## src/rtl/fcpu_rd_arbiter_if.sv

```systemverilog
// AXI4 read-path bundle between the requester channels, the arbiter and the memory-side read port.
// Each requester's address and length sit at [i*W +: W]; R data is shared and qualified per channel by ch_rvalid.
interface fcpu_rd_arbiter_if #(
  parameter int unsigned N_CH   = 4,
  parameter int unsigned ADDR_W = 32,
  parameter int unsigned DATA_W = 32,
  parameter int unsigned ID_W   = 4
);
  logic [N_CH-1:0]        ch_arvalid;
  logic [N_CH-1:0]        ch_arready;
  logic [N_CH*ADDR_W-1:0] ch_araddr;
  logic [N_CH*8-1:0]      ch_arlen;
  logic [N_CH-1:0]        ch_rvalid;
  logic [N_CH-1:0]        ch_rready;
  logic [DATA_W-1:0]      ch_rdata;
  logic [1:0]             ch_rresp;
  logic                   ch_rlast;

  logic [ID_W-1:0]        m_arid;
  logic [ADDR_W-1:0]      m_araddr;
  logic [7:0]             m_arlen;
  logic [2:0]             m_arsize;
  logic [1:0]             m_arburst;
  logic                   m_arvalid;
  logic                   m_arready;
  logic [ID_W-1:0]        m_rid;
  logic [DATA_W-1:0]      m_rdata;
  logic [1:0]             m_rresp;
  logic                   m_rlast;
  logic                   m_rvalid;
  logic                   m_rready;

  // Arbiter view: it serves the requester channels and masters the memory port
  modport master (
    input  ch_arvalid, ch_araddr, ch_arlen, ch_rready,
    input  m_arready, m_rid, m_rdata, m_rresp, m_rlast, m_rvalid,
    output ch_arready, ch_rvalid, ch_rdata, ch_rresp, ch_rlast,
    output m_arid, m_araddr, m_arlen, m_arsize, m_arburst, m_arvalid, m_rready
  );

  // Environment view: requesters plus memory
  modport slave (
    output ch_arvalid, ch_araddr, ch_arlen, ch_rready,
    output m_arready, m_rid, m_rdata, m_rresp, m_rlast, m_rvalid,
    input  ch_arready, ch_rvalid, ch_rdata, ch_rresp, ch_rlast,
    input  m_arid, m_araddr, m_arlen, m_arsize, m_arburst, m_arvalid, m_rready
  );
endinterface

```

## src/rtl/fcpu_rd_arbiter.sv

```systemverilog
// N-channel AXI4 read arbiter: round-robin AR merge through a one-entry slice, ID-tagged bursts,
// per-channel outstanding limits and RID-routed R beats with sticky illegal-RID detection.
module fcpu_rd_arbiter #(
  parameter int unsigned N_CH    = 4,
  parameter int unsigned ADDR_W  = 32,
  parameter int unsigned DATA_W  = 32,
  parameter int unsigned ID_W    = 4,
  parameter int unsigned MAX_OUT = 4
) (
  input  logic               clk,
  input  logic               nrst,
  fcpu_rd_arbiter_if.master  bus,
  output logic               err_rid
);
  localparam int unsigned PTR_W = $clog2(N_CH);
  localparam int unsigned CNT_W = $clog2(MAX_OUT + 1);
  localparam logic [CNT_W-1:0] CNT_MAX = CNT_W'(MAX_OUT);
  localparam logic [ID_W:0]    ID_LIM  = (ID_W+1)'(N_CH);

  logic [CNT_W-1:0] out_cnt [N_CH];
  logic [PTR_W-1:0] rr_ptr;
  logic [N_CH-1:0]  eligible;
  logic [N_CH-1:0]  cnt_inc;
  logic [N_CH-1:0]  cnt_dec;
  logic             slot_free;
  logic             found;
  logic             accept;
  logic [PTR_W-1:0] grant;
  int unsigned      scan_idx;
  logic [PTR_W-1:0] rid_idx;
  logic             rid_legal;
  logic             r_done;

  always_comb begin
    for (int unsigned i = 0; i < N_CH; i++) begin
      eligible[i] = bus.ch_arvalid[i] && (out_cnt[i] < CNT_MAX);
    end
  end

  // Round-robin scan: first eligible channel at or after rr_ptr, wrapping
  always_comb begin
    found    = 1'b0;
    grant    = '0;
    scan_idx = 0;
    for (int unsigned k = 0; k < N_CH; k++) begin
      scan_idx = (32'(rr_ptr) + k) % N_CH;
      if (!found && eligible[PTR_W'(scan_idx)]) begin
        found = 1'b1;
        grant = PTR_W'(scan_idx);
      end
    end
  end

  assign slot_free      = !bus.m_arvalid || bus.m_arready;
  assign accept         = found && slot_free;
  assign bus.ch_arready = accept ? (N_CH'(1) << grant) : '0;
  assign cnt_inc        = bus.ch_arready;

  // Beats are legal only for an in-range channel that actually has a burst in flight
  assign rid_idx   = bus.m_rid[PTR_W-1:0];
  assign rid_legal = ({1'b0, bus.m_rid} < ID_LIM) && (out_cnt[rid_idx] != '0);
  assign r_done    = rid_legal && bus.m_rvalid && bus.ch_rready[rid_idx] && bus.m_rlast;
  assign cnt_dec   = r_done ? (N_CH'(1) << rid_idx) : '0;

  assign bus.ch_rvalid = (rid_legal && bus.m_rvalid) ? (N_CH'(1) << rid_idx) : '0;
  assign bus.m_rready  = rid_legal ? bus.ch_rready[rid_idx] : 1'b1;
  assign bus.ch_rdata  = bus.m_rdata;
  assign bus.ch_rresp  = bus.m_rresp;
  assign bus.ch_rlast  = bus.m_rlast;

  assign bus.m_arsize  = 3'($clog2(DATA_W / 8));
  assign bus.m_arburst = 2'b01;

  // AR slice and round-robin pointer
  always_ff @(posedge clk or negedge nrst) begin
    if (!nrst) begin
      bus.m_arvalid <= 1'b0;
      bus.m_arid    <= '0;
      bus.m_araddr  <= '0;
      bus.m_arlen   <= '0;
      rr_ptr        <= '0;
    end else if (slot_free) begin
      bus.m_arvalid <= accept;
      if (accept) begin
        bus.m_arid   <= ID_W'(grant);
        bus.m_araddr <= bus.ch_araddr[32'(grant)*ADDR_W +: ADDR_W];
        bus.m_arlen  <= bus.ch_arlen[32'(grant)*8 +: 8];
        rr_ptr       <= (grant == PTR_W'(N_CH - 1)) ? '0 : grant + PTR_W'(1);
      end
    end
  end

  // Outstanding-burst counters; a same-cycle grant and rlast cancel
  always_ff @(posedge clk or negedge nrst) begin
    if (!nrst) begin
      for (int unsigned i = 0; i < N_CH; i++) out_cnt[i] <= '0;
    end else begin
      for (int unsigned i = 0; i < N_CH; i++) begin
        if (cnt_inc[i] && !cnt_dec[i])      out_cnt[i] <= out_cnt[i] + CNT_W'(1);
        else if (cnt_dec[i] && !cnt_inc[i]) out_cnt[i] <= out_cnt[i] - CNT_W'(1);
      end
    end
  end

  always_ff @(posedge clk or negedge nrst) begin
    if (!nrst)                           err_rid <= 1'b0;
    else if (bus.m_rvalid && !rid_legal) err_rid <= 1'b1;
  end
endmodule
```

## src/flat_wrapper.sv

```systemverilog
// flat-port wrapper written by rule: the top's interface ports become plain ports
module fcpu_rd_arbiter_flat 
#(
  parameter int unsigned N_CH    = 4,
  parameter int unsigned ADDR_W  = 32,
  parameter int unsigned DATA_W  = 32,
  parameter int unsigned ID_W    = 4,
  parameter int unsigned MAX_OUT = 4
)
  (clk, nrst, err_rid, bus_ch_arvalid, bus_ch_araddr, bus_ch_arlen, bus_ch_rready, bus_m_arready, bus_m_rid, bus_m_rdata, bus_m_rresp, bus_m_rlast, bus_m_rvalid, bus_ch_arready, bus_ch_rvalid, bus_ch_rdata, bus_ch_rresp, bus_ch_rlast, bus_m_arid, bus_m_araddr, bus_m_arlen, bus_m_arsize, bus_m_arburst, bus_m_arvalid, bus_m_rready);
  fcpu_rd_arbiter_if #(.N_CH(N_CH), .ADDR_W(ADDR_W), .DATA_W(DATA_W), .ID_W(ID_W)) bus_i ();
  input  logic clk;
  input  logic nrst;
  output logic err_rid;
  input wire logic [$bits(bus_i.ch_arvalid)-1:0] bus_ch_arvalid;
  input wire logic [$bits(bus_i.ch_araddr)-1:0] bus_ch_araddr;
  input wire logic [$bits(bus_i.ch_arlen)-1:0] bus_ch_arlen;
  input wire logic [$bits(bus_i.ch_rready)-1:0] bus_ch_rready;
  input wire logic [$bits(bus_i.m_arready)-1:0] bus_m_arready;
  input wire logic [$bits(bus_i.m_rid)-1:0] bus_m_rid;
  input wire logic [$bits(bus_i.m_rdata)-1:0] bus_m_rdata;
  input wire logic [$bits(bus_i.m_rresp)-1:0] bus_m_rresp;
  input wire logic [$bits(bus_i.m_rlast)-1:0] bus_m_rlast;
  input wire logic [$bits(bus_i.m_rvalid)-1:0] bus_m_rvalid;
  output wire logic [$bits(bus_i.ch_arready)-1:0] bus_ch_arready;
  output wire logic [$bits(bus_i.ch_rvalid)-1:0] bus_ch_rvalid;
  output wire logic [$bits(bus_i.ch_rdata)-1:0] bus_ch_rdata;
  output wire logic [$bits(bus_i.ch_rresp)-1:0] bus_ch_rresp;
  output wire logic [$bits(bus_i.ch_rlast)-1:0] bus_ch_rlast;
  output wire logic [$bits(bus_i.m_arid)-1:0] bus_m_arid;
  output wire logic [$bits(bus_i.m_araddr)-1:0] bus_m_araddr;
  output wire logic [$bits(bus_i.m_arlen)-1:0] bus_m_arlen;
  output wire logic [$bits(bus_i.m_arsize)-1:0] bus_m_arsize;
  output wire logic [$bits(bus_i.m_arburst)-1:0] bus_m_arburst;
  output wire logic [$bits(bus_i.m_arvalid)-1:0] bus_m_arvalid;
  output wire logic [$bits(bus_i.m_rready)-1:0] bus_m_rready;
  assign bus_i.ch_arvalid = bus_ch_arvalid;
  assign bus_i.ch_araddr = bus_ch_araddr;
  assign bus_i.ch_arlen = bus_ch_arlen;
  assign bus_i.ch_rready = bus_ch_rready;
  assign bus_i.m_arready = bus_m_arready;
  assign bus_i.m_rid = bus_m_rid;
  assign bus_i.m_rdata = bus_m_rdata;
  assign bus_i.m_rresp = bus_m_rresp;
  assign bus_i.m_rlast = bus_m_rlast;
  assign bus_i.m_rvalid = bus_m_rvalid;
  assign bus_ch_arready = bus_i.ch_arready;
  assign bus_ch_rvalid = bus_i.ch_rvalid;
  assign bus_ch_rdata = bus_i.ch_rdata;
  assign bus_ch_rresp = bus_i.ch_rresp;
  assign bus_ch_rlast = bus_i.ch_rlast;
  assign bus_m_arid = bus_i.m_arid;
  assign bus_m_araddr = bus_i.m_araddr;
  assign bus_m_arlen = bus_i.m_arlen;
  assign bus_m_arsize = bus_i.m_arsize;
  assign bus_m_arburst = bus_i.m_arburst;
  assign bus_m_arvalid = bus_i.m_arvalid;
  assign bus_m_rready = bus_i.m_rready;
  fcpu_rd_arbiter #(.N_CH(N_CH), .ADDR_W(ADDR_W), .DATA_W(DATA_W), .ID_W(ID_W), .MAX_OUT(MAX_OUT)) u_core (.clk(clk), .nrst(nrst), .bus(bus_i), .err_rid(err_rid));
endmodule
```

## config.mk

```make
export PLATFORM = sky130hd
export DESIGN_NAME = fcpu_rd_arbiter_flat
export DESIGN_NICKNAME = d
export VERILOG_FILES = /design/src/rtl/fcpu_rd_arbiter_if.sv /design/src/rtl/fcpu_rd_arbiter.sv /design/src/flat_wrapper.sv
export SDC_FILE = /design/constraint.sdc
export NUM_CORES = 1
export LEC_CHECK = 0
export BUFFER_PORTS_ARGS = -buffer_cell sky130_fd_sc_hd__buf_2
export CAP_MARGIN = 20
export CORE_AREA = 2 2 117 119
export DETAILED_ROUTE_END_ITERATION = 6
export DIE_AREA = 0 0 119 121
export GPL_ROUTABILITY_DRIVEN = 0
export PLACE_DENSITY = 0.67
export SLEW_MARGIN = 0
export SYNTH_ARGS = -nofsm -noshare
export SYNTH_HDL_FRONTEND = slang
export SYNTH_SLANG_ARGS = --single-unit
export TNS_END_PERCENT = 30
```

## constraint.sdc

```tcl
create_clock -name clk -period 3.5 [get_ports clk]
set_clock_uncertainty 0.2 [all_clocks]
set_input_delay 0.175 -clock clk [delete_from_list [all_inputs] [get_ports clk]]
set_output_delay 0.175 -clock clk [all_outputs]
set_load 0.005 [all_outputs]
```

==> impl_results.md <==
* Via density per instance at just over 5
* R2r worst-path depth at 11
* # port buffers at 230
* Number of synthesized flops with an enable pin at 0
* Clock sink count at 58
* Post-Syn Area at 4760 um^2
* Syn Inst Count at around 440
* Register-to-register setup slack at 0.43 ns
* Max-slew violations at 0
* Post-route cell area at around 6000 um^2
* Critical hold path startpoint: bus_ch_araddr[70]
* Status: completed
* Area grow syn2layout at 25.6%
* # setup viols final at 0
* ANT nets after route at 0
* Crit-path max FO at 5
* Final hold vios at 0
* Worst-margin pin slew at 0.685 ns
* Final hold slack at 0.0116 ns
* Peak VDD IR at 0.476 mV
* Dpl hpwl at 9.92 mm
* Num CTS Buffers at 9
* Switching share of power at a little over two fifths
* Distinct cells, synth at 50
* Initial Util at 36.4%
* Remaining DRCs at 0
* Share of cells above drive strength 1 at 55.9%
* P per Cell Area at 813 nW/um^2
* GRT Util Overall at 18.1%
* Die width at 119 um
* Total Wirelength at ~13 mm
* FFs w/ async S/R, synth at 100%
* # nets final at 841
* P_int at 2740 uW
* Tcrit/Tclk final at ~88%
* Syn avg cell area at ~11 um^2
* Initial antenna violation count at 1
* Worst R2R End: u_core.out_cnt[5]
* Clock power share at 16.2%
* Placed instance area at between 5000 and 6000 um^2
* Hold path depth at 3
* Post-CTS setup buffers at 0
* Num ports at about 310
* HP Class: input port to flop
* Vias in the first global route at 4,284
* Crit path kind: flop to flop
* RR Startpoint: u_core.out_cnt[3]
* Part of the power in registers at 25.6%
* Vert. Die Dim at about 120 um
* GR Overflow Total at 0
* Seq/Total Area, Yosys at 30.5%
* First-pass GRT wire length at about 21 mm
* Filler instances at 1,255
* Setup TNS at 0 ns
* Yosys reg bits at 58
* Final worst path period need at slightly above 3 ns
* Pleak at about 0.0028 uW
* Top FF cell, synth: dfrtp_1
* Worst endpoint required time at 3.55 ns
* CTS HTree Levels at 3
* Clk_lat worst skew at ~0.32 ns
* Die area at roughly 14,000 um^2
* Clock slew at reported path FFs at roughly 0.05 ns
* Area of the multi-input gates at 2740 um^2
* Sw Pwr at 2120 uW
* Hold EP: u_core.bus.m_araddr[6]
* Max Fclk at 326 MHz
* RSZ-0062 raised after global routing: no
* N_diodes at 0
* Hold buffer count at cts at 3
* Slew headroom at 54.2%
* Synth warnings at 0
* CP Data Arrival Time at between 3 and 4 ns
* WL per Instance at between 15 and 20 um
* CTS tree: built
* Largest buffer count on any clock path at 2
* Largest net degree at the start of global routing at just over 80
* Root Buffer: clkbuf_16
* Critical path launch point type: flop
* Cell row count at 42
* Register area at 1450 um^2
* Max-cap violations at 0
* Initial DRC count at 124
* Post_cts resized at 0
* Vias at roughly 4,100
* Core outline area at 13,100 um^2
* CP Capture Type: flop
* Comb pwr share at 58.1%
* DR pass1 iterations at 4
## how the worst max path moves through the flow
| stage | slack, ns | startpoint | endpoint | depth (start not counted) |
|---|---|---|---|---|
| floorplan | 0.63 | u_core.out_cnt[8] | u_core.out_cnt[2] | 14 |
| CTS | 0.43 | u_core.out_cnt[3] | u_core.out_cnt[5] | 11 |
| finish | 0.43 | u_core.out_cnt[3] | u_core.out_cnt[5] | 11 |
| detailed placement | 0.47 | u_core.out_cnt[6] | u_core.out_cnt[5] | 11 |
| global placement | 0.54 | u_core.out_cnt[6] | u_core.out_cnt[2] | 11 |
| global route | 0.24 | u_core.out_cnt[5] | u_core.out_cnt[11] | 11 |
## metrics by stage
stage	setup WS, ns	util (%)	instances	power, uW
2_1_floorplan	0.628	-	441	3550
3_3_place_gp	0.541	43.5	783	4000
3_5_place_dp	0.471	43.5	783	4130
4_1_cts	0.427	45.7	802	4950
5_1_grt	0.242	45.7	802	5250
6_report	0.431	45.7	802	4860
## power by group through the flow
stage	Sequential (uW)	Combinational, uW	Clock (uW)
2_1_floorplan	1250	2310	0
3_3_place_gp	1230	2770	0
3_5_place_dp	1260	2870	0
4_1_cts	1250	2870	823
5_1_grt	1290	3100	854
6_report	1250	2830	790
## logic make-up after synthesis
group	count (synthesis)	synth area share, %
compound gates	97	26.4
flops	58	30.5
other cells	2	0.158
simple gates	131	14.3
mux	46	10.3
fa+ha+maj	9	2.99
xor+xnor	12	2.21
buf+inv	81	13.1
## per-layer routing
metal | vias to the layer above | track usage [%] | wire [um]
li1 | 1909 | - | -
met1 | 1956 | 20.4 | 5180
met2 | 155 | 32.7 | 6460
met3 | 34 | 5.55 | 962
met4 | 2 | 5.88 | 301
met5 | - | 0 | 13
## critical path: stages, from the launching register on
cell and delay [ns]:
dfrtp_1 0.42, or3_1 0.37, a22o_1 0.29, o311ai_4 0.32, nor2_1 0.16, nand2_1 0.10, ha_1 0.18, inv_1 0.08
fa_1 0.44, xor2_1 0.15, nor2_1 0.11, xor2_1 0.16
## cell usage in the layout (no fill, tap or decap), types with 2 or more instances in the layout
master	instances
clkbuf_16	9
nor2b_1	4
o21ai_0	3
and3_1	2
a221oi_2	39
ha_1	5
buf_2	230
nor3b_1	3
nor3_1	2
dlygate4sd3_1	3
xor2_1	8
nor2_1	50
buf_12	2
xnor2_1	4
conb_1	7
nand2b_1	2
clkbuf_1	3
nand2_1	14
or3_1	3
clkinv_2	3
nand2b_4	2
inv_1	6
a211oi_2	40
buf_4	9
fa_1	4
mux2i_1	40
and2_1	41
nand3_1	3
dfrtp_1	58
mux2_2	4
## sequential cells by signal, indices dropped and copies added, names as in the netlist
name and flops:
u_core.bus.m_araddr 32, u_core.bus.m_arid 2, u_core.bus.m_arlen 8, u_core.bus.m_arvalid 1, u_core.err_rid 1, u_core.out_cnt 12, u_core.rr_ptr 2
## cell usage after synthesis, drive strengths merged (5+ instances only)
master,number,area share (%)
and2,41,5.4
nand2,14,1.1
clkbuf,8,0.63
ha,5,1.3
xor2,8,1.5
a211oi,41,11
dfrtp,58,30
nor2,51,4.1
nor2b,5,0.81
mux2i,41,8.9
a221oi,40,12
inv,6,0.47
buf,67,12
## layout make-up
class,instances,share of cell area (%)
well taps,176,3.68
multi-input cells,302,45.7
repair buffers,244,21.5
clock buffers,13,4.18
clock inverters,3,0.251
flip-flops and latches,58,24.2
inverters,6,0.376
Note: power is estimated with default switching activity, not from simulation.
